File: config.mk
export PLATFORM = sky130hd
export DESIGN_NAME = pulse_window_sum
export DESIGN_NICKNAME = d
export VERILOG_FILES = /design/src/rtl/pulse_pkg.sv /design/src/rtl/pulse_ring_buf.sv /design/src/rtl/pulse_window_sum.sv
export SDC_FILE = /design/constraint.sdc
export NUM_CORES = 1
export LEC_CHECK = 0
export ABC_AREA = 0
export CORE_UTILIZATION = 60
export CTS_CLUSTER_DIAMETER = 50
export DETAILED_ROUTE_END_ITERATION = 10
export GPL_TIMING_DRIVEN = 0
export PLACE_DENSITY = 0.84
export SLEW_MARGIN = 20
export SYNTH_ARGS = -nofsm -noshare
export SYNTH_HDL_FRONTEND = slang
export SYNTH_SLANG_ARGS = --single-unit
File: constraint.sdc
create_clock -name clk -period 7.85 [get_ports clk]
set_input_delay 2.355 -clock clk [delete_from_list [all_inputs] [get_ports clk]]
set_output_delay 2.355 -clock clk [all_outputs]
set_load 0.02 [all_outputs]
File: src/rtl/pulse_pkg.sv
// Shared constants, window state type and sum-width helper
// for the sliding-window pulse accumulator.
package pulse_pkg;

  localparam int CNT_W_DEF = 4;
  localparam int DEPTH_DEF = 3;

  typedef enum logic {
    FILL = 1'b0,
    RUN  = 1'b1
  } win_state_t;

  function automatic int sum_width(input int cnt_w, input int depth);
    return cnt_w + $clog2(depth);
  endfunction

endpackage

File: src/rtl/pulse_ring_buf.sv
// Ring of the last DEPTH interval counts with a wrapping write pointer.
// Ports: clk, rst, clear, wr_en, wr_data in; oldest = entry at wr_ptr out.
module pulse_ring_buf
  import pulse_pkg::*;
#(
  parameter int CNT_W = CNT_W_DEF,
  parameter int DEPTH = DEPTH_DEF
) (
  input  logic             clk,
  input  logic             rst,
  input  logic             clear,
  input  logic             wr_en,
  input  logic [CNT_W-1:0] wr_data,
  output logic [CNT_W-1:0] oldest
);

  localparam int PW = $clog2(DEPTH);

  logic [CNT_W-1:0] ring_q [DEPTH];
  logic [PW-1:0]    wr_ptr_q;
  logic [PW-1:0]    wr_ptr_d;

  always_comb begin
    wr_ptr_d = wr_ptr_q + PW'(1);
    if (wr_ptr_q == PW'(DEPTH - 1)) begin
      wr_ptr_d = '0;
    end
  end

  always_ff @(posedge clk) begin
    if (rst || clear) begin
      for (int i = 0; i < DEPTH; i++) begin
        ring_q[i] <= '0;
      end
      wr_ptr_q <= '0;
    end else if (wr_en) begin
      ring_q[wr_ptr_q] <= wr_data;
      wr_ptr_q         <= wr_ptr_d;
    end
  end

  // Zeroed ring makes the oldest entry read as 0 while filling.
  assign oldest = ring_q[wr_ptr_q];

endmodule

File: src/rtl/pulse_window_sum.sv
// Sliding-window sum of interval pulse counts with peak-hold.
// Ports: clk, rst, clear, cnt_valid, cnt_in in; sum_out, sum_valid, sum_upd, peak_out out.
module pulse_window_sum
  import pulse_pkg::*;
#(
  parameter  int CNT_W = CNT_W_DEF,
  parameter  int DEPTH = DEPTH_DEF,
  localparam int SUM_W = sum_width(CNT_W, DEPTH)
) (
  input  logic             clk,
  input  logic             rst,
  input  logic             clear,
  input  logic             cnt_valid,
  input  logic [CNT_W-1:0] cnt_in,
  output logic [SUM_W-1:0] sum_out,
  output logic             sum_valid,
  output logic             sum_upd,
  output logic [SUM_W-1:0] peak_out
);

  localparam int FW = $clog2(DEPTH + 1);

  win_state_t       state_q, state_d;
  logic [FW-1:0]    fill_q, fill_d;
  logic [SUM_W-1:0] sum_q, sum_d;
  logic [SUM_W-1:0] peak_q, peak_d;
  logic             upd_q, upd_d;

  logic [CNT_W-1:0] oldest;
  logic [SUM_W:0]   sum_ext;
  logic             accept;
  logic             last;

  // A sample arriving together with clear is dropped.
  assign accept = cnt_valid & ~clear;

  pulse_ring_buf #(
    .CNT_W(CNT_W),
    .DEPTH(DEPTH)
  ) u_ring (
    .clk    (clk),
    .rst    (rst),
    .clear  (clear),
    .wr_en  (accept),
    .wr_data(cnt_in),
    .oldest (oldest)
  );

  assign sum_ext = {1'b0, sum_q}
                 + (SUM_W + 1)'(cnt_in)
                 - (SUM_W + 1)'(oldest);

  assign last = (state_q == FILL)
             && (fill_q == FW'(DEPTH - 1));

  always_comb begin
    state_d = state_q;
    fill_d  = fill_q;
    sum_d   = sum_q;
    peak_d  = peak_q;
    upd_d   = 1'b0;
    if (accept) begin
      sum_d = sum_ext[SUM_W-1:0];
      upd_d = 1'b1;
      if (state_q == FILL) begin
        fill_d = fill_q + FW'(1);
        if (last) begin
          state_d = RUN;
        end
      end
      // Peak tracks only full windows, incl. the one completing now.
      if ((state_q == RUN || last)
          && sum_ext > {1'b0, peak_q}) begin
        peak_d = sum_ext[SUM_W-1:0];
      end
    end
  end

  always_ff @(posedge clk) begin
    if (rst || clear) begin
      state_q <= FILL;
      fill_q  <= '0;
      sum_q   <= '0;
      peak_q  <= '0;
      upd_q   <= 1'b0;
    end else begin
      state_q <= state_d;
      fill_q  <= fill_d;
      sum_q   <= sum_d;
      peak_q  <= peak_d;
      upd_q   <= upd_d;
    end
  end

  assign sum_out   = sum_q;
  assign sum_valid = (state_q == RUN);
  assign sum_upd   = upd_q;
  assign peak_out  = peak_q;

endmodule

==> summary.txt, run 1 <==
Yosys
  – Yosys warning total: 0
  – Yosys cell types: 40
  – Top cell type's share of synthesized area: 24.3%
  – Syn nets: 207
  – Mapped Avg Cell Area: 10.9 µm²
  – Sequential-to-total area share from yosys stat: 44.6%
  – Yosys top cell by area: edfxtp_1
  – Synth Register Bits: 36
  – Top post-synthesis cells by area: edfxtp_1, dfxtp_1, ha_1
  – Gate Count Post-Synth: 181
  – Post-synth EDFFs: 16
  – Post-synthesis async set-or-reset flop share: 0%
  – Synth Flop Type: dfxtp_1
  – Post-Syn Area: 1970 µm²

Floorplanning
  – Die Y: 59.4 µm
  – I/O pin cnt: 22
  – Initial core utilization: 64.1%
  – Die footprint: 3520 µm²
  – Die X: 59.4 µm
  – Std cell rows: 20
  – Core area: 3080 µm²

Drt
  – DR WL/cell: 13.9 µm
  – Total number of vias: 1363
  – Routed WL: 3540 µm
  – First-pass DRT Iterations: 4
  – DR iter-0 viols: 33
  – DRC: 0
  – Avg Vias per Cell: 5.37
  – Post-DRT Antenna Nets: 0

STA
  – Fin crit share: 73.6%
  – Fmax: 173 MHz
  – Max-slew headroom: 57.6%
  – Final setup fails: 0
  – Setup TNS: 0 ns
  – Fin worst setup slack: 2.07 ns
  – Clock Skew: 0.00953 ns
  – RSZ-0062 raised after global routing: false
  – Slew Limit Fails: 0
  – Final-report hold violation count: 0
  – Worst Tran Pin Value: 0.636 ns
  – Fin crit period: 5.78 ns

Clock network
  – CTS resizes: 0
  – Hold Buf Count CTS: 0
  – Total CTS buffers: 5
  – CTS clk-pin slew, worst paths: 0.10 ns
  – CTS tree: done
  – Clk_lat worst skew: 0.33 ns
  – H-Tree Depth: 2
  – Clk buf depth: 2
  – Post-CTS setup buffer count: 0
  – Clk root buf: clkbuf_4
  – Clock sinks: 36

Finish
  – Most common cell after layout, fill and taps aside: inv_1
  – Ant. Diodes: 0
  – Final nets: 235
  – Most frequent cells in the layout: inv_1, clkdlybuf4s50_1, dfxtp_1, edfxtp_1, nor2_1
  – Finished Core Util: 74.5%
  – Layout cells sized above 1: 10.0%
  – Post-Layout Inst Area: 2290 µm²
  – Area growth from synthesis to layout: 16.2%

Flow run
  – Max_cap viols: 0

Global route
  – Largest net degree at the start of global routing: 13
  – Global-route wire length before repair: 5990 µm
  – Gr ovfl total: 0
  – Total GRT Usage: 23.7%
  – Initial antenna violation count: 0
  – Vias in the first global route: 1368

Critical path
  – CP startpoint kind: primary input
  – Data required, critical path: 8.11 ns
  – CP Class: in2reg
  – CP endpoint kind: flip-flop
  – CP max FO: 10
  – CP Data Arrival Time: 6.04 ns

Placed design
  – Dpl cell area: 2240 µm²
  – Hpwl dp: 2750 µm
  – Number of buffers added on ports: 21
  – Pre-CTS setup slack: 1.73 ns
  – GPL Wtd Cong: 0.820

Power and ir drop
  – Max IR drop VDD: 172 µV
  – Lkg Pwr: 0.908 nW
  – Pwr dens: 199 nW/µm²

Hold path
  – HP Class: reg2reg

Run status
  – Outcome: finished clean
==> logic make-up (layout without fill, tap and decap cells) <==
family                     count (synthesis)  after routing  synth area share [%]
DFF                                       36             36                  44.6
AOI/OAI and AO/OA                         28             28                  11.1
and+or+nand+nor                           51             51                  14.6
xor gates and xnor gates                   4              4                  1.77
adders and majority gates                 18             18                  12.9
buffers and inverters                     32             61                  6.08
muxes                                     12             12                  8.87
==> critical path: stages <==
cell and delay, ns:
clkdlybuf4s50_1 0.52, inv_1 0.10, fa_1 0.59, inv_1 0.06, ha_1 0.28, a21o_1 0.18, a311o_1 0.35, a21oi_1 0.18
xnor2_1 0.13, ha_1 0.32, nand2_1 0.06, o21bai_1 0.17, a21oi_2 0.37, nor2_1 0.13, a211oi_2 0.23
==> where the power goes <==
part           internal, W  leakage, nW  switching [W]
clock network    0.0000346       0.0282      0.0000623
logic            0.0000700        0.548      0.0000815
registers         0.000203        0.332     0.00000487
total             0.000308        0.908       0.000149
==> path summary, 6_finish.rpt <==
path / start / end / slack (ns) / depth (start not counted)
max: cnt_in[1] / peak_out[1]$_SDFFE_PP0P_ / 2.07 / 15
min: peak_out[0]$_SDFFE_PP0P_ / peak_out[0]$_SDFFE_PP0P_ / 0.48 / 2
max reg2reg: flip-flop / peak_out[1]$_SDFFE_PP0P_ / 3.73 / 14
min reg2reg: peak_out[0]$_SDFFE_PP0P_ / peak_out[0]$_SDFFE_PP0P_ / 0.48 / 2
==> cells in the mapped netlist (3+ instances only) <==
master,n
a21oi_1,6
dfxtp_1,20
mux4_2,4
o211ai_1,4
ha_1,14
inv_1,27
o41ai_1,4
xnor2_1,4
fa_1,4
and2_1,12
clkbuf_1,4
nand2_1,4
mux2i_1,7
nor4_1,3
edfxtp_1,16
nand2b_1,4
nor2_1,15
==> flip-flops by register name (all words and copies together), names as in the netlist, named ones only <==
register and flops:
sum_upd 1, u_ring.wr_ptr_q 2, u_ring.ring_q 16, peak_out 6, fill_q 2, sum_valid 1
sum_out 6
==> cell type report <==
class                      instances  area (µm²)
tap                               44        55.1
clock inverter                     2        12.5
multi-input combinational        113         973
timing repair buffer              21         210
fill                             237         785
buffer                             5        18.8
inverter                          27         101
clock buffer                       6        41.3
sequential                        36         881
==> per-stage QoR <==
step	hold slack (ns)	cells	total power [W]
2_1_floorplan	0.482	181	0.000325
3_3_place_gp	0.470	246	0.000354
3_5_place_dp	0.473	246	0.000364
4_1_cts	0.488	254	0.000460
5_1_grt	0.528	254	0.000485
6_report	0.483	254	0.000456
==> layer usage <==
layer | GRT usage [%] | vias to the layer above | wire (µm)
met3 | 6.55 | 4 | 96
met1 | 26.4 | 654 | 1500
met5 | 0 | - | 0
li1 | - | 685 | -
met4 | 9.86 | 0 | 60
met2 | 42.1 | 20 | 1880
Note: power is estimated with default switching activity, not from simulation.
==> run 2, diff against run 1 <==
Settings changed: CORE_UTILIZATION 60 to 56, PLACE_DENSITY 0.84 to 0.79.
Clock period 7.85 ns to 5.47 ns, I/O delays scaled along.
==> run 2 against run 1 <==
  * Register-to-register slack worse by 2.5 ns
  * Critical path depth unchanged
  * Non-clock buffer count unchanged
  * Power rose by 43%
  * Critical path type unchanged
  * Highest routed layer unchanged
==> summary.txt, run 2 (same netlist as run 1, synthesis figures left out) <==
Run status
  – Outcome: finished clean

Critical path
  – Slowest stage delay, CP: 0.60 ns
  – CP delay by family, top: compound AO/OA/AOI/OAI gates
  – CP Class: in2reg
  – CP Data Arrival Time: 5.36 ns
  – CP max FO: 10
  – Buffers & Inverters on Critical Path: 3
  – CP endpoint kind: flip-flop
  – Critical path, cell by cell: clkdlybuf4s50_1 > inv_1 > fa_1 > inv_1 > ha_1 > a21o_1 > a311o_1 > a21oi_1 > xnor2_1 > ha_1 > nand2_1 > o21bai_1 > a21oi_2 > nor2_1 > a211oi_2
  – Data required, critical path: 5.74 ns
  – Highest-delay cell along the critical path: fa_1
  – CP startpoint kind: primary input

Drt
  – DR WL/cell: 13.9 µm
  – DRC: 0
  – Avg Vias per Cell: 5.44
  – Post-DRT Antenna Nets: 0
  – First-pass DRT Iterations: 4
  – DR iter-0 viols: 40
  – Routed WL: 3560 µm
  – Total number of vias: 1392

Floorplanning
  – Core area: 3360 µm²
  – I/O pin cnt: 22
  – Die footprint: 3770 µm²
  – Std cell rows: 21
  – Die X: 61.4 µm
  – Initial core utilization: 58.7%
  – Die Y: 61.4 µm

Hold path
  – HP Class: reg2reg

STA
  – Fin crit share: 93.1%
  – Clock Skew: 0.0108 ns
  – RSZ-0062 raised after global routing: false
  – Fin worst setup slack: 0.378 ns
  – Final-report hold violation count: 0
  – Final setup fails: 0
  – Fmax: 196 MHz
  – Fin crit period: 5.09 ns
  – Worst Tran Pin Value: 0.631 ns
  – Setup TNS: 0 ns
  – Max-slew headroom: 57.9%
  – Slew Limit Fails: 0

Clock network
  – Clock sinks: 36
  – H-Tree Depth: 2
  – Total CTS buffers: 5
  – Clk root buf: clkbuf_4
  – CTS tree: done
  – Clk_lat worst skew: 0.34 ns
  – Post-CTS setup buffer count: 0
  – Hold Buf Count CTS: 0
  – CTS clk-pin slew, worst paths: 0.11 ns
  – CTS resizes: 0
  – Clk buf depth: 2

Finish
  – Most frequent cells in the layout: inv_1, clkdlybuf4s50_1, dfxtp_1, edfxtp_1, nor2_1
  – Final nets: 235
  – Layout cells sized above 1: 10.5%
  – Area growth from synthesis to layout: 16.4%
  – Fillcell total: 289
  – Area of the multi-input gates: 973 µm²
  – Most common cell after layout, fill and taps aside: inv_1
  – Max reg flops: 16
  – Ant. Diodes: 0
  – Largest register by flop count: u_ring.ring_q
  – Register area: 881 µm²

Power and ir drop
  – Clk pwr share: 21.3%
  – Pwr dens: 284 nW/µm²
  – Int Power: 0.000441 W
  – Max IR drop VDD: 166 µV
  – Net Sw Frac: 32.5%
  – Register share of total power: 45.7%
  – Lkg Pwr: 0.915 nW
  – Combinational share of power: 33.0%
  – Net Sw Power: 0.000212 W

Global route
  – Initial antenna violation count: 0
  – Largest net degree at the start of global routing: 13
  – Gr ovfl total: 0
  – Vias in the first global route: 1327
  – Total GRT Usage: 22.6%
  – Global-route wire length before repair: 5880 µm

Placed design
  – Number of buffers added on ports: 21
  – Hpwl dp: 2830 µm
  – Pre-CTS setup slack: 0.0363 ns
  – GPL Wtd Cong: 0.763

Flow run
  – Max_cap viols: 0
-- run 2: cell types whose count changed in the layout (fill, tap and decap cells not counted) --
| cell | delta |
|---|---|
| clkbuf_1 | -1 |
| clkinv_2 | +1 |
| clkinv_4 | +1 |
| clkinvlp_4 | -1 |
-- run 2: worst min-delay path, stage by stage (launching register included) --
cell and delay, ns:
dfxtp_1 0.33, inv_1 0.08, a211oi_2 0.06
-- run 2: power by group through the flow --
stage	registers (W)	clock network [W]	logic [W]
after floorplan	0.000309	0	0.000157
after global placement	0.000304	0	0.000205
after detailed placement	0.000305	0	0.000214
after CTS	0.000299	0.000141	0.000215
after global routing	0.000300	0.000157	0.000242
final	0.000299	0.000139	0.000216
-- run 2: path summary, 6_finish.rpt --
path         slack, ns                     start                  endpoint  depth (start not counted)
max               0.38                 cnt_in[1]  peak_out[1]$_SDFFE_PP0P_                         15
min               0.50  peak_out[1]$_SDFFE_PP0P_  peak_out[1]$_SDFFE_PP0P_                          2
max reg2reg       1.25                 flip-flop  peak_out[1]$_SDFFE_PP0P_                         14
min reg2reg       0.50  peak_out[1]$_SDFFE_PP0P_  peak_out[1]$_SDFFE_PP0P_                          2
-- run 2: routing by layer --
layer  global-route usage (%)  part of all wire (%)  up-vias
met5                        0                     0        -
met4                     11.1                   2.9        0
met3                     4.41                   5.1       11
met2                     37.7                    48       45
met1                     28.1                    44      643
li1                         -                     -      693
-- run 2: metrics by stage --
step	utilization (%)	cell area, µm²	total power (W)	hold WS, ns	std cells
2_1_floorplan	-	1970	0.000466	0.482	181
3_3_place_gp	66.7	2240	0.000509	0.467	248
3_5_place_dp	66.7	2240	0.000519	0.489	248
4_1_cts	68.3	2300	0.000655	0.504	256
5_1_grt	68.3	2300	0.000699	0.527	256
6_report	68.3	2300	0.000653	0.499	256
-- run 2: area by class of cell --
cell class	instances	area share (%)
buffer	5	0.817
clock buffer	5	1.63
clock inverter	3	0.817
inverter	27	4.41
multi-input combinational	113	42.4
sequential	36	38.3
tap	46	2.50
timing repair buffer	21	9.15
